**config.mk**
```make
export PLATFORM = sky130hd
export DESIGN_NAME = pwm_wave_generator
export DESIGN_NICKNAME = d
export VERILOG_FILES = /design/src/rtl/pwm_wave_generator.sv
export SDC_FILE = /design/constraint.sdc
export NUM_CORES = 1
export LEC_CHECK = 0
export ABC_AREA = 1
export CAP_MARGIN = 20
export CORE_ASPECT_RATIO = 1.5
export CORE_MARGIN = 2
export CORE_UTILIZATION = 60
export CTS_BUF_LIST = sky130_fd_sc_hd__clkbuf_16
export DETAILED_ROUTE_END_ITERATION = 16
export PLACE_DENSITY = 0.89
export SLEW_MARGIN = 20
export SYNTH_ARGS = -nofsm -noshare
export SYNTH_HDL_FRONTEND = slang
export SYNTH_SLANG_ARGS = --single-unit
```
**constraint.sdc**
```tcl
create_clock -name clk -period 5.2 [get_ports clk]
set_input_delay 1.56 -clock clk [delete_from_list [all_inputs] [get_ports clk]]
set_output_delay 1.56 -clock clk [all_outputs]
set_load 0.03 [all_outputs]
```
**src/rtl/pwm_wave_generator.sv**
```systemverilog
// PWM generator with double-buffered period/high-time registers.
// New settings are adopted only at period boundaries, so no period is ever cut short or stretched.
module pwm_wave_generator #(
    parameter int WIDTH = 17
) (
    input  logic             clk,
    input  logic             reset,
    input  logic             enable,
    input  logic             load,
    input  logic [WIDTH-1:0] period_in,
    input  logic [WIDTH-1:0] high_in,
    output logic             pwm_out,
    output logic             period_done,
    output logic             active
);

    typedef enum logic {IDLE, RUN} state_t;

    localparam logic [WIDTH-1:0] ONE = {{(WIDTH-1){1'b0}}, 1'b1};

    state_t           state, state_n;
    logic [WIDTH-1:0] pending_period, pending_high;
    logic [WIDTH-1:0] pending_period_n, pending_high_n;
    logic [WIDTH-1:0] period_q, high_q, period_n, high_n;
    logic [WIDTH-1:0] cnt, cnt_n;
    logic             boundary;
    logic             pwm_n, done_n;

    assign boundary = (state == RUN) && (cnt == period_q - ONE);

    always_comb begin
        // A load on the boundary cycle passes straight through to the next period.
        pending_period_n = load ? period_in : pending_period;
        pending_high_n   = load ? high_in   : pending_high;
        state_n  = state;
        cnt_n    = cnt;
        period_n = period_q;
        high_n   = high_q;
        case (state)
            IDLE: begin
                cnt_n = '0;
                if (enable && (period_q != '0)) begin
                    state_n = RUN;
                end else begin
                    period_n = pending_period;
                    high_n   = pending_high;
                end
            end
            RUN: begin
                if (boundary) begin
                    period_n = pending_period_n;
                    high_n   = pending_high_n;
                    cnt_n    = '0;
                    state_n  = (enable && (pending_period_n != '0)) ? RUN : IDLE;
                end else begin
                    cnt_n = cnt + ONE;
                end
            end
            default: begin
                state_n = IDLE;
                cnt_n   = '0;
            end
        endcase
        // Outputs are computed from next-state values so they can be registered.
        pwm_n  = (state_n == RUN) && (cnt_n < high_n);
        done_n = (state_n == RUN) && (cnt_n == period_n - ONE);
    end

    always_ff @(posedge clk) begin
        if (reset) begin
            state          <= IDLE;
            cnt            <= '0;
            pending_period <= '0;
            pending_high   <= '0;
            period_q       <= '0;
            high_q         <= '0;
            pwm_out        <= 1'b0;
            period_done    <= 1'b0;
            active         <= 1'b0;
        end else begin
            state          <= state_n;
            cnt            <= cnt_n;
            pending_period <= pending_period_n;
            pending_high   <= pending_high_n;
            period_q       <= period_n;
            high_q         <= high_n;
            pwm_out        <= pwm_n;
            period_done    <= done_n;
            active         <= (state_n == RUN);
        end
    end

endmodule

```
; ---- Word level (Yosys, flattened, before mapping)
; Index checks and enable logic that the tools add are counted.
[op_classes]
n_mul = 0
n_reduce_logical = 7
eq_ne = 2
add_sub_neg = 3
shift = 0
n_lt_le_gt_ge = 1
muxes = 14
n_div = 0
bitwise_logic = 1
[op_table]
columns = op, n
row1 = $mux W17, 7
row2 = $pmux W17 S2, 3
row3 = $eq A17 B17 Y1, 2
row4 = $reduce_bool A17 Y1, 2
row5 = $sub A17 B1 Y17 const B, 2
row6 = $add A17 B1 Y17 const B, 1
row7 = $lt A17 B17 Y1, 1
row8 = $logic_and A1 B1 Y1, 5
row9 = $mux W1, 3
row10 = $pmux W1 S2, 1
row11 = $not A1 Y1, 1
[word_totals]
in_bits = 38
output_inout_bits = 3
rom_bits = 0
mem_count = 0
mem_bits_rw = 0
reg_bits = 88
latchBits = 0

; ---- Logic depth before layout (Yosys ltp)
; Gate-level depths: netlist of the first run.
[logic_depth]
depth_word = 8
ltp_mapped = 28
depth_no_buf = 27

; ---- Least setup slack after synthesis of the first run
; No wires, ideal clock.
[synth_timing]
path_type = in2reg
startpoint = input load
endpoint = register pwm_out
arrival_time_ns = 3.527
setup_slack_ns = 1.558
stages = 12
required_time_ns = 5.086
n_path_buf = 2
path_cell_list = clkbuf_1 > buf_1 > nor2_1 > a21oi_1 > a21oi_1 > a21oi_1 > ha_1 > a21oi_1 > nor2_1 > a211oi_1 > a21oi_1 > a2111oi_0
[synth_between]
elab_chain_cells = 7
[synth_lines]
columns = element, line
row1 = "start, declared", 9  ; input logic load,
row2 = "parallel branches: the longest is 6 deep, another holds $lt A17 B17 Y1", n/a
row3 = $logic_and A1 B1 Y1 (*), 65  ; pwm_n = (state_n == RUN) && (cnt_n < high_n);
row4 = "end signal, assigned", 87  ; pwm_out <= pwm_n;
row5 = "end, declared", 12  ; output logic pwm_out,
; Every way passes the cells marked *.
; A chain may end at the register's enable or synchronous reset.

; ---- Worst setup path after layout of the first run
[layout_timing]
startpoint = register period_q[0]
endpoint = register pwm_out
[layout_between]
elab_chain_cells = 7
[layout_lines]
columns = element, line
row1 = "start, declared", 24  ; logic [WIDTH-1:0] period_q, high_q, period_n, high_n;
row2 = "start signal, assigned", 85  ; period_q <= period_n;
row3 = $sub A17 B1 Y17, 29  ; assign boundary = (state == RUN) && (cnt == period_q - ONE);
row4 = $eq A17 B17 Y1, 29
row5 = $logic_and A1 B1 Y1, 29
row6 = $mux W17, 50  ; if (boundary) begin
row7 = $pmux W17 S2, 39  ; case (state)
row8 = $lt A17 B17 Y1, 65
row9 = $logic_and A1 B1 Y1 (*), 65
; Mark *: on every way between the ends. The rest lies on a longest branch, timed or not.

==> run summary, run 1 <==
crit-path max FO = 18
Die Footprint = 0.0112 mm2
top area cells in the synthesized netlist = dfxtp_1 28%, nand2_1 15%, nor2_1 9.5%
fin cells = 1154
synthesized netlist cell count = 1011
root cell of the clock tree = clkbuf_16
global placement routability congestion = 0.991
post-route total power = 0.00193 W
share of the synthesized area in the top cell type = 28.4%
largest area contributor in the synthesized netlist = dfxtp_1
worst reg2reg path endpoint = pwm_out$_SDFF_PP0_
Post-CTS Setup Inserts = 0
beginning of the worst hold path = pending_period[1]$_SDFF_PP0_
count of final max-slew check failures = 0
maxcap violations = 0
Peak Freq = 0.226 GHz
syn_nets = 1069
max-slew headroom at the worst pin = 39.0%
Layout Skew = 0.00794 ns
critical path start-end classification = flop to flop
crit share post-route = 85.0%
type of origin of the critical path = flop
count of instances resized after the clock tree is built = 0
global-route wire length before repair = 28800 um
R2R cell count = 20
Yosys warning total = 0
via count = 6494
CTS clk-pin slew, worst paths = 0.07 ns
WL final = 17200 um
arrival time at the worst endpoint = 4.65 ns
post-synthesis area per instance = 6.13 um2
global router's overall resource usage = 32.7%
fraction of registers with async set/reset = 0%
antenna violations before repair = 0
worst hold path class = flop to flop
time the final worst path needs with I/O delays and setup = 4.42 ns
minimum setup slack among reg-to-reg paths = 0.78 ns
Leakage = 3.24 nW
post-route DRC violation count = 0
result of the run = finished, final reports clean
peak supply drop = 0.000199 V
Setup TNS = 0 ns
RSZ-0062 raised after global routing = no
hold violation total from the final report = 0
horizontal die dimension = 87.0 um
source of the worst register-to-register timing path = period_q[0]$_SDFF_PP0_
measured slew at the worst slew-check pin = 0.914 ns
Placeable Area = 0.0101 mm2
clock tree from TritonCTS = yes
count of final setup violators = 0
area delta synth->final = 11.4%
site row count = 45
last element of the critical path = pwm_out$_SDFF_PP0_
Top FF cell, synth = dfxtp_1
maximum number of pins on one net before global-route repair = 86
standard cell area after detailed placement = 0.00662 mm2
number of I/O pins = 41
number of nets in the final layout = 1090
post-route antenna net violation count = 0
flop and latch count out of synthesis = 88
Power Dens Cells = 280 mW/mm2
Critical Path Source = period_q[0]$_SDFF_PP0_
# H-tree levels = 3
filler cell count = 906
post-synthesis cell type count = 36
# placed instances = 1138
vias in the first global route = 6160
area of the mapped netlist = 0.00619 mm2
total of buffers placed on input and output ports = 40
insertion delay of the later-clocked pin in the worst-skew pair = 0.35 ns
total of hold buffers inserted after clock tree synthesis = 0
number of synthesized flops with an enable pin = 0
CTS sink cnt = 88
1st-pass router iterations = 5
Detail Placement HPWL = 12900 um
vias per cell = 5.63
routed wirelength normalized by instance count = 14.9 um
starting density of the core = 61.5%
grt ovf = 0
capturing element type of the critical path = flop
antenna diode count = 0
layout cells sized above 1 = 7.62%
detailed router's first-iteration violation count = 553
worst-case clock buffer depth = 2
area of all placed cells without fillers = 0.00690 mm2
critical path data required time = 5.43 ns
part of the Yosys area used for sequential elements = 28.4%
clock buffer count from CTS = 9
vertical die dimension = 128 um
-- cell usage after synthesis (5+ instances only) --
master / n
nand2_1: 254
nor2_1: 157
inv_1: 122
dfxtp_1: 88
a21oi_1: 67
nand3_1: 60
o21ai_0: 56
clkbuf_1: 27
xor2_1: 26
nand2_2: 22
ha_1: 20
nor2_2: 16
nand4_1: 14
o211ai_1: 12
nor3_1: 10
nand3_2: 7
o21a_1: 6
buf_1: 5
nand3b_1: 5
o21bai_1: 5
xnor2_1: 5
-- worst min path at each step --
stage	slack, ns	depth (start not counted)	to
after CTS	0.58	2	pending_period[1]$_SDFF_PP0_
after detailed placement	0.56	2	pending_period[1]$_SDFF_PP0_
after global routing	0.62	2	pending_period[12]$_SDFF_PP0_
after global placement	0.54	2	pending_period[2]$_SDFF_PP0_
after floorplan	0.49	2	pending_period[1]$_SDFF_PP0_
final	0.57	2	pending_period[1]$_SDFF_PP0_
-- worst max-delay path, stage by stage (launching register included) --
cell and delay (ns):
dfxtp_1 0.35, inv_1 0.20, ha_1 0.27, nand2_2 0.16, nor2_8 0.20, nand2_1 0.07, nand3b_1 0.12, nand2_1 0.07
a211oi_1 0.36, nand3_1 0.27, inv_1 0.44, buf_4 0.30, o21ai_0 0.11, a21oi_1 0.15, a21oi_1 0.08, ha_1 0.34
a21oi_1 0.13, nor2_1 0.05, a211oi_1 0.19, a21oi_1 0.09, a2111oi_0 0.35
-- per-stage QoR --
| stage | utilization [%] | setup slack (ns) | hold WS (ns) |
|---|---|---|---|
| CTS | 68.4 | 0.841 | 0.575 |
| global placement | 65.7 | 0.942 | 0.536 |
| floorplan | - | 1.56 | 0.493 |
| detailed placement | 65.7 | 0.878 | 0.557 |
| finish | 68.4 | 0.777 | 0.574 |
| global route | 68.4 | 0.394 | 0.621 |
-- report_power, final --
part / switching (W) / leakage, nW / internal, W
logic: 0.000384 / 2.40 / 0.000199
clock network: 0.000279 / 0.121 / 0.000323
registers: 0.0000341 / 0.722 / 0.000711
-- cell families after synthesis --
| group | synth area share (%) |
|---|---|
| and+or+nand+nor | 39.1 |
| buffers and inverters | 10.2 |
| AOI/OAI and AO/OA | 13.9 |
| DFF | 28.4 |
| xor gates and xnor gates | 4.38 |
| adders and majority gates | 4.04 |
-- registers in the layout (all words and copies together) (netlist names) --
| signal | count |
|---|---|
| high_q | 17 |
| cnt | 17 |
| pending_high | 17 |
| pwm_out | 1 |
| state | 1 |
| period_done | 1 |
| pending_period | 17 |
| period_q | 17 |
-- routing by layer --
metal | track usage [%] | wire (um) | vias to the layer above
li1 | - | - | 3259
met3 | 4.04 | 876 | 79
met2 | 55.7 | 8500 | 262
met5 | 0 | 0 | -
met1 | 36.7 | 6550 | 2894
met4 | 24.1 | 1300 | 0
-- final cells by class --
cell class | instances | area [um2] | area share [%]
Multi-Input combinational cell | 762 | 3800 | 55.1
Timing Repair Buffer | 48 | 450 | 6.53
Clock inverter | 7 | 50.0 | 0.726
Tap cell | 117 | 146 | 2.12
Inverter | 123 | 462 | 6.69
Sequential cell | 88 | 1760 | 25.5
Clock buffer | 9 | 225 | 3.27
-- layout by cell type (no fill, tap or decap), drive strengths merged, types with 20 or more instances in the layout --
cell	count
ha	20
o21ai	58
a21oi	68
dfxtp	88
xor2	26
nor2	178
nand3	67
nand2	276
inv	124
clkdlybuf4s50	38
No activity file was read; power rests on OpenSTA's default activity.
==> inputs of run 2 (changes only) <==
--- a/config.mk
+++ b/config.mk
@@ -7,12 +7,12 @@
 export LEC_CHECK = 0
 export ABC_AREA = 1
 export CAP_MARGIN = 20
-export CORE_ASPECT_RATIO = 1.5
+export CORE_ASPECT_RATIO = 1.1
 export CORE_MARGIN = 2
 export CORE_UTILIZATION = 60
 export CTS_BUF_LIST = sky130_fd_sc_hd__clkbuf_16
 export DETAILED_ROUTE_END_ITERATION = 16
-export PLACE_DENSITY = 0.89
+export PLACE_DENSITY = 0.85
 export SLEW_MARGIN = 20
 export SYNTH_ARGS = -nofsm -noshare
 export SYNTH_HDL_FRONTEND = slang
==> run summary, run 2 (synthesized netlist as in run 1, its figures left out) <==
capturing element type of the critical path = flop
measured slew at the worst slew-check pin = 0.879 ns (-0.0354 ns)
Die Footprint = 0.0112 mm2 (-0.14%)
register cell area after layout = 0.00176 mm2 (unchanged)
post-route DRC violation count = 0 (unchanged)
crit share post-route = 83.3% (-1.7 points)
count of final setup violators = 0 (unchanged)
highest metal layer with signal wires = met4
global-route wire length before repair = 28200 um (-2.1%)
vertical die dimension = 111 um (-14%)
clock buffer count from CTS = 9 (unchanged)
filler cell count = 872 (-3.8%)
critical path start-end classification = flop to flop
post-route antenna net violation count = 0 (unchanged)
max-slew headroom at the worst pin = 41.4% (+2.4 points)
antenna diode count = 0 (unchanged)
area of all placed cells without fillers = 0.00686 mm2 (-0.49%)
antenna violations before repair = 0 (unchanged)
1st-pass router iterations = 6 (+1)
vias per cell = 5.57 (-1.0%)
vias in the first global route = 5952 (-3.4%)
worst hold path class = flop to flop
critical path data required time = 5.42 ns (about the same)
root cell of the clock tree = clkbuf_16
Worst path max stage delay = 0.70 ns (+0.26 ns)
maximum number of pins on one net before global-route repair = 86 (unchanged)
# H-tree levels = 3 (unchanged)
cell-by-cell trace of the critical path = inv_1 > ha_1 > nand2_2 > nor2_2 > nand2_1 > xor2_1 > nand3_1 > nor3_1 > nand3_1 > inv_1 > o21ai_0 > a21oi_1 > a21oi_1 > ha_1 > a21oi_1 > nor2_1 > nor3_1 > nand2_1 > a2111oi_0
total of buffers placed on input and output ports = 40 (unchanged)
most common cell after layout, fill and taps aside = nand2_1
number of I/O pins = 41 (unchanged)
count of instances resized after the clock tree is built = 0 (unchanged)
most used cells in the layout excluding fill and tap cells = 254 x nand2_1, 157 x nor2_1, 123 x inv_1
clock tree from TritonCTS = yes
arrival time at the worst endpoint = 4.55 ns (-0.10 ns)
sequential share of power = 39.1% (+0.5 points)
worst-case clock buffer depth = 2 (unchanged)
tightest hold margin = 0.539 ns (-0.0346 ns)
routed wirelength normalized by instance count = 14.7 um (-1.9%)
site row count = 38 (-16%)
area delta synth->final = 10.8%
Setup TNS = 0 ns (unchanged)
grt ovf = 0 (unchanged)
result of the run = finished, final reports clean
Leakage = 3.23 nW (-0.31%)
design internal power = 0.00122 W (-0.71%)
insertion delay of the later-clocked pin in the worst-skew pair = 0.35 ns (about the same)
standard cell area after detailed placement = 0.00661 mm2 (-0.17%)
met1 wire length = 7010 um (+6.9%)
total area of multi-input combinational cells = 0.00380 mm2 (unchanged)
WL final = 16900 um (-2.0%)
part of the power in combinational logic = 30.7% (+0.5 points)
fin cells = 1153 (-0.087%)
RSZ-0062 raised after global routing = no
Routed met2 length = 8010 um (-5.8%)
Placeable Area = 0.00994 mm2 (-1.4%)
Peak Freq = 0.231 GHz (+2.1%)
switching share of power = 35.4% (-0.69 points)
maxcap violations = 0 (unchanged)
hold violation total from the final report = 0 (unchanged)
count of final max-slew check failures = 0 (unchanged)
post-route total power = 0.00190 W (-1.8%)
met3 wirelength from detailed routing = 998 um (+14%)
CTS clk-pin slew, worst paths = 0.07 ns (about the same)
starting density of the core = 62.3% (+0.87 points)
detailed router's first-iteration violation count = 450 (-19%)
time the final worst path needs with I/O delays and setup = 4.33 ns (-0.0893 ns)
global placement routability congestion = 1.00 (+0.94%)
total of hold buffers inserted after clock tree synthesis = 0 (unchanged)
horizontal die dimension = 101 um (+16%)
global router's overall resource usage = 31.7% (-1.0 points)
peak supply drop = 0.000188 V (-5.2%)
Layout Skew = 0.00880 ns (+0.000856 ns)
net switching power = 0.000672 W (-3.6%)
Power Dens Cells = 276 mW/mm2 (-1.3%)
# placed instances = 1139 (+0.088%)
Detail Placement HPWL = 12800 um (-0.71%)
master of the slowest instance on the critical path = inv_1
number of nets in the final layout = 1088 (-0.18%)
clock network power share = 30.2% (-1.0 points)
type of origin of the critical path = flop
layout cells sized above 1 = 7.16% (-0.45 points)
Post-CTS Setup Inserts = 0 (unchanged)
cell occurring most often along the worst timing path = a21oi_1
via count = 6423 (-1.1%)
CTS sink cnt = 88 (unchanged)
crit-path max FO = 34 (+16)
[run 2: metrics by stage]
stage	setup WS, ns	utilization [%]
after global placement	1.01	66.5
after CTS	0.847	69.1
after global routing	0.455	69.1
after floorplan	1.56	-
after detailed placement	0.946	66.5
final	0.867	69.1
[run 2: cell type report]
cell class,count,area share (%)
clock inverters,5,0.401
flip-flops and latches,88,25.7
well taps,120,2.19
clock buffers,9,3.28
multi-input cells,762,55.4
repair buffers,46,6.34
inverters,123,6.73
[run 2: layer usage]
layer	vias to the layer above	global-route usage, %
met1	2899	40.0
met3	55	4.56
met5	-	0
li1	3252	-
met2	217	50.8
met4	0	18.2
[run 2: worst paths after layout]
check / start / depth (start not counted) / to / slack (ns)
max: period_q[0]$_SDFF_PP0_ / 19 / pwm_out$_SDFF_PP0_ / 0.87
min: pending_period[2]$_SDFF_PP0_ / 2 / pending_period[2]$_SDFF_PP0_ / 0.54
max reg2reg: period_q[0]$_SDFF_PP0_ / 19 / pwm_out$_SDFF_PP0_ / 0.87
min reg2reg: pending_period[2]$_SDFF_PP0_ / 2 / pending_period[2]$_SDFF_PP0_ / 0.54
[run 2: power by group through the flow]
stage,Clock (W),Sequential [W],Combinational [W]
global route,0.000607,0.000745,0.000654
CTS,0.000580,0.000741,0.000575
floorplan,0,0.000750,0.000432
detailed placement,0,0.000756,0.000570
finish,0.000573,0.000742,0.000581
global placement,0,0.000755,0.000565
[run 2: critical path, delay by kind of cell, from the launching register on]
kind | cells | cell delay (ns)
adder cells (fa/ha/maj) | 2 | 0.60
XOR/XNOR | 1 | 0.16
flip-flops | 1 | 0.34
buffers and inverters | 2 | 0.87
AO/OA/AOI/OAI | 5 | 0.94
AND/OR/NAND/NOR | 9 | 1.30
==> inputs of run 3 (changes only) <==
--- a/config.mk
+++ b/config.mk
@@ -9,10 +9,10 @@
 export CAP_MARGIN = 20
 export CORE_ASPECT_RATIO = 1.1
 export CORE_MARGIN = 2
-export CORE_UTILIZATION = 60
+export CORE_UTILIZATION = 54
 export CTS_BUF_LIST = sky130_fd_sc_hd__clkbuf_16
 export DETAILED_ROUTE_END_ITERATION = 16
-export PLACE_DENSITY = 0.85
+export PLACE_DENSITY = 0.81
 export SLEW_MARGIN = 20
 export SYNTH_ARGS = -nofsm -noshare
 export SYNTH_HDL_FRONTEND = slang
==> constraint.sdc (replaced) <==
create_clock -name clk -period 3.75 [get_ports clk]
set_input_delay 1.125 -clock clk [delete_from_list [all_inputs] [get_ports clk]]
set_output_delay 1.125 -clock clk [all_outputs]
set_load 0.03 [all_outputs]
==> run summary, run 3 (synthesized netlist as in run 1, its figures left out) <==
result of the run = finished, final reports clean
Placeable Area = 0.0113 mm2 (+14%)
crit path buf inv count = 5 (+3)
type of origin of the critical path = flop
switching share of power = 33.7% (-1.7 points)
most used cells in the layout excluding fill and tap cells = 254 x nand2_1, 155 x nor2_1, 121 x inv_1
# H-tree levels = 3 (unchanged)
Critical Path Source = period_q[0]$_SDFF_PP0_
Peak Freq = 0.287 GHz (+24%)
measured slew at the worst slew-check pin = 0.945 ns (+0.0657 ns)
maxcap violations = 0 (unchanged)
area delta synth->final = 16.1%
Layout Skew = 0.0101 ns (+0.00127 ns)
peak supply drop = 0.000307 V (+63%)
delay-heaviest family, CP = simple AND/OR/NAND/NOR gates
maximum number of pins on one net before global-route repair = 86 (unchanged)
crit-path max FO = 17 (-50%)
area of all placed cells without fillers = 0.00719 mm2 (+4.8%)
horizontal die dimension = 106 um (+5.2%)
beginning of the worst hold path = pending_period[4]$_SDFF_PP0_
max-slew headroom at the worst pin = 37.0% (-4.4 points)
WL final = 17500 um (+3.7%)
source of the worst register-to-register timing path = period_q[0]$_SDFF_PP0_
part of the power in combinational logic = 28.6% (-2.1 points)
Worst path max stage delay = 0.34 ns (-0.36 ns)
site row count = 41 (+7.9%)
cell occurring most often along the worst timing path = nand4_1
standard cell area after detailed placement = 0.00678 mm2 (+2.6%)
starting density of the core = 54.6% (-7.7 points)
worst-case clock buffer depth = 2 (unchanged)
most common cell after layout, fill and taps aside = nand2_1
master of the slowest instance on the critical path = ha_1
Setup TNS = 0 ns (unchanged)
post-route DRC violation count = 0 (unchanged)
Power Dens Cells = 406 mW/mm2 (+47%)
vertical die dimension = 116 um (+5.2%)
capturing element type of the critical path = flop
count of final max-slew check failures = 0 (unchanged)
number of nets in the final layout = 1103 (+1.4%)
time the final worst path needs with I/O delays and setup = 3.48 ns (-0.852 ns)
hold violation total from the final report = 0 (unchanged)
1st-pass router iterations = 5 (-1)
critical path data required time = 3.98 ns (-1.44 ns)
cell-by-cell trace of the critical path = inv_1 > buf_4 > ha_1 > xor2_1 > nand3_1 > nor2_1 > nand4_1 > nor2_1 > nand3_2 > inv_2 > buf_12 > o21ai_0 > a21oi_1 > a21oi_1 > ha_1 > nand4_1 > inv_1 > nand4_1 > a211oi_1 > a2111oi_0
Detail Placement HPWL = 13300 um (+4.1%)
grt ovf = 0 (unchanged)
global placement routability congestion = 1.05 (+4.6%)
total of hold buffers inserted after clock tree synthesis = 0 (unchanged)
R2R cell count = 20 (+1)
clock buffer count from CTS = 9 (unchanged)
global-route wire length before repair = 29100 um (+3.1%)
number of I/O pins = 41 (unchanged)
global router's overall resource usage = 29.7% (-1.9 points)
cell depth of the worst setup path = 20 (+1)
detailed router's first-iteration violation count = 425 (-5.6%)
vias per cell = 5.42 (-2.8%)
net switching power = 0.000985 W (+47%)
clock tree from TritonCTS = yes
via count = 6500 (+1.2%)
critical path start-end classification = flop to flop
layout cells sized above 1 = 9.43% (+2.3 points)
worst hold path depth = 2 (unchanged)
crit share post-route = 92.8% (+9.5 points)
CTS sink cnt = 88 (unchanged)
insertion delay of the later-clocked pin in the worst-skew pair = 0.36 ns (about the same)
clock network power share = 36.0% (+5.8 points)
total of buffers placed on input and output ports = 40 (unchanged)
root cell of the clock tree = clkbuf_16
design internal power = 0.00194 W (+58%)
sequential share of power = 35.4% (-3.7 points)
antenna violations before repair = 0 (unchanged)
worst hold path class = flop to flop
Die Footprint = 0.0123 mm2 (+11%)
post-route antenna net violation count = 0 (unchanged)
CTS clk-pin slew, worst paths = 0.06 ns (about the same)
RSZ-0062 raised after global routing = no
Leakage = 3.39 nW (+4.8%)
arrival time at the worst endpoint = 3.72 ns (-0.83 ns)
count of final setup violators = 0 (unchanged)
vias in the first global route = 6176 (+3.8%)
antenna diode count = 0 (unchanged)
routed wirelength normalized by instance count = 14.6 um (-0.41%)
run 3: power by group through the flow:
stage          Sequential [W]  Combinational [W]  Clock (W)
2_1_floorplan         0.00104           0.000598          0
3_3_place_gp          0.00105           0.000801          0
3_5_place_dp          0.00105           0.000811          0
4_1_cts               0.00103           0.000817    0.00106
5_1_grt               0.00104           0.000937    0.00110
6_report              0.00103           0.000835    0.00105
run 3: what timing repair did:
action | CTS | global route
buffers inserted | 0 | 1
setup endpoints to repair | 0 | 2
gates resized for setup | 0 | 10
run 3: worst reg2reg max path: stages (launching register included):
cell       delay, ns
dfxtp_1         0.33
inv_1           0.06
buf_4           0.16
ha_1            0.30
xor2_1          0.16
nand3_1         0.14
nor2_1          0.13
nand4_1         0.10
nor2_1          0.12
nand3_2         0.15
inv_2           0.14
buf_12          0.15
o21ai_0         0.09
a21oi_1         0.19
a21oi_1         0.09
ha_1            0.34
nand4_1         0.12
inv_1           0.07
nand4_1         0.14
a211oi_1        0.30
a2111oi_0       0.09
run 3: routing by layer:
metal | up-vias | track usage [%] | wire length (um)
met1 | 2942 | 35.7 | 7400
li1 | 3281 | - | -
met4 | 0 | 17.0 | 946
met3 | 65 | 4.80 | 922
met2 | 212 | 50.8 | 8250
met5 | - | 0 | 0
run 3: final timing paths:
path                                                     end  slack, ns
worst min register to register  pending_period[4]$_SDFF_PP0_       0.55
worst max-delay path                      pwm_out$_SDFF_PP0_       0.27
worst min-delay path            pending_period[4]$_SDFF_PP0_       0.55
worst max register to register            pwm_out$_SDFF_PP0_       0.27
run 3: final cells by class:
cell class,count,area [um2]
inverter,123,462
fill,1043,4140
multi-input combinational,762,3830
sequential,88,1760
clock buffer,9,225
clock inverter,7,118
timing repair buffer,61,603
tap,150,188
run 3: through the flow:
stage | setup slack (ns) | power [W] | cells | hold WS [ns] | utilization (%)
finish | 0.269 | 0.00292 | 1200 | 0.553 | 63.4
global route | 0.00194 | 0.00307 | 1200 | 0.588 | 63.4
CTS | 0.156 | 0.00291 | 1198 | 0.554 | 62.9
detailed placement | 0.146 | 0.00186 | 1182 | 0.536 | 59.8
global placement | 0.245 | 0.00185 | 1182 | 0.519 | 59.8
floorplan | 0.451 | 0.00164 | 1011 | 0.493 | -
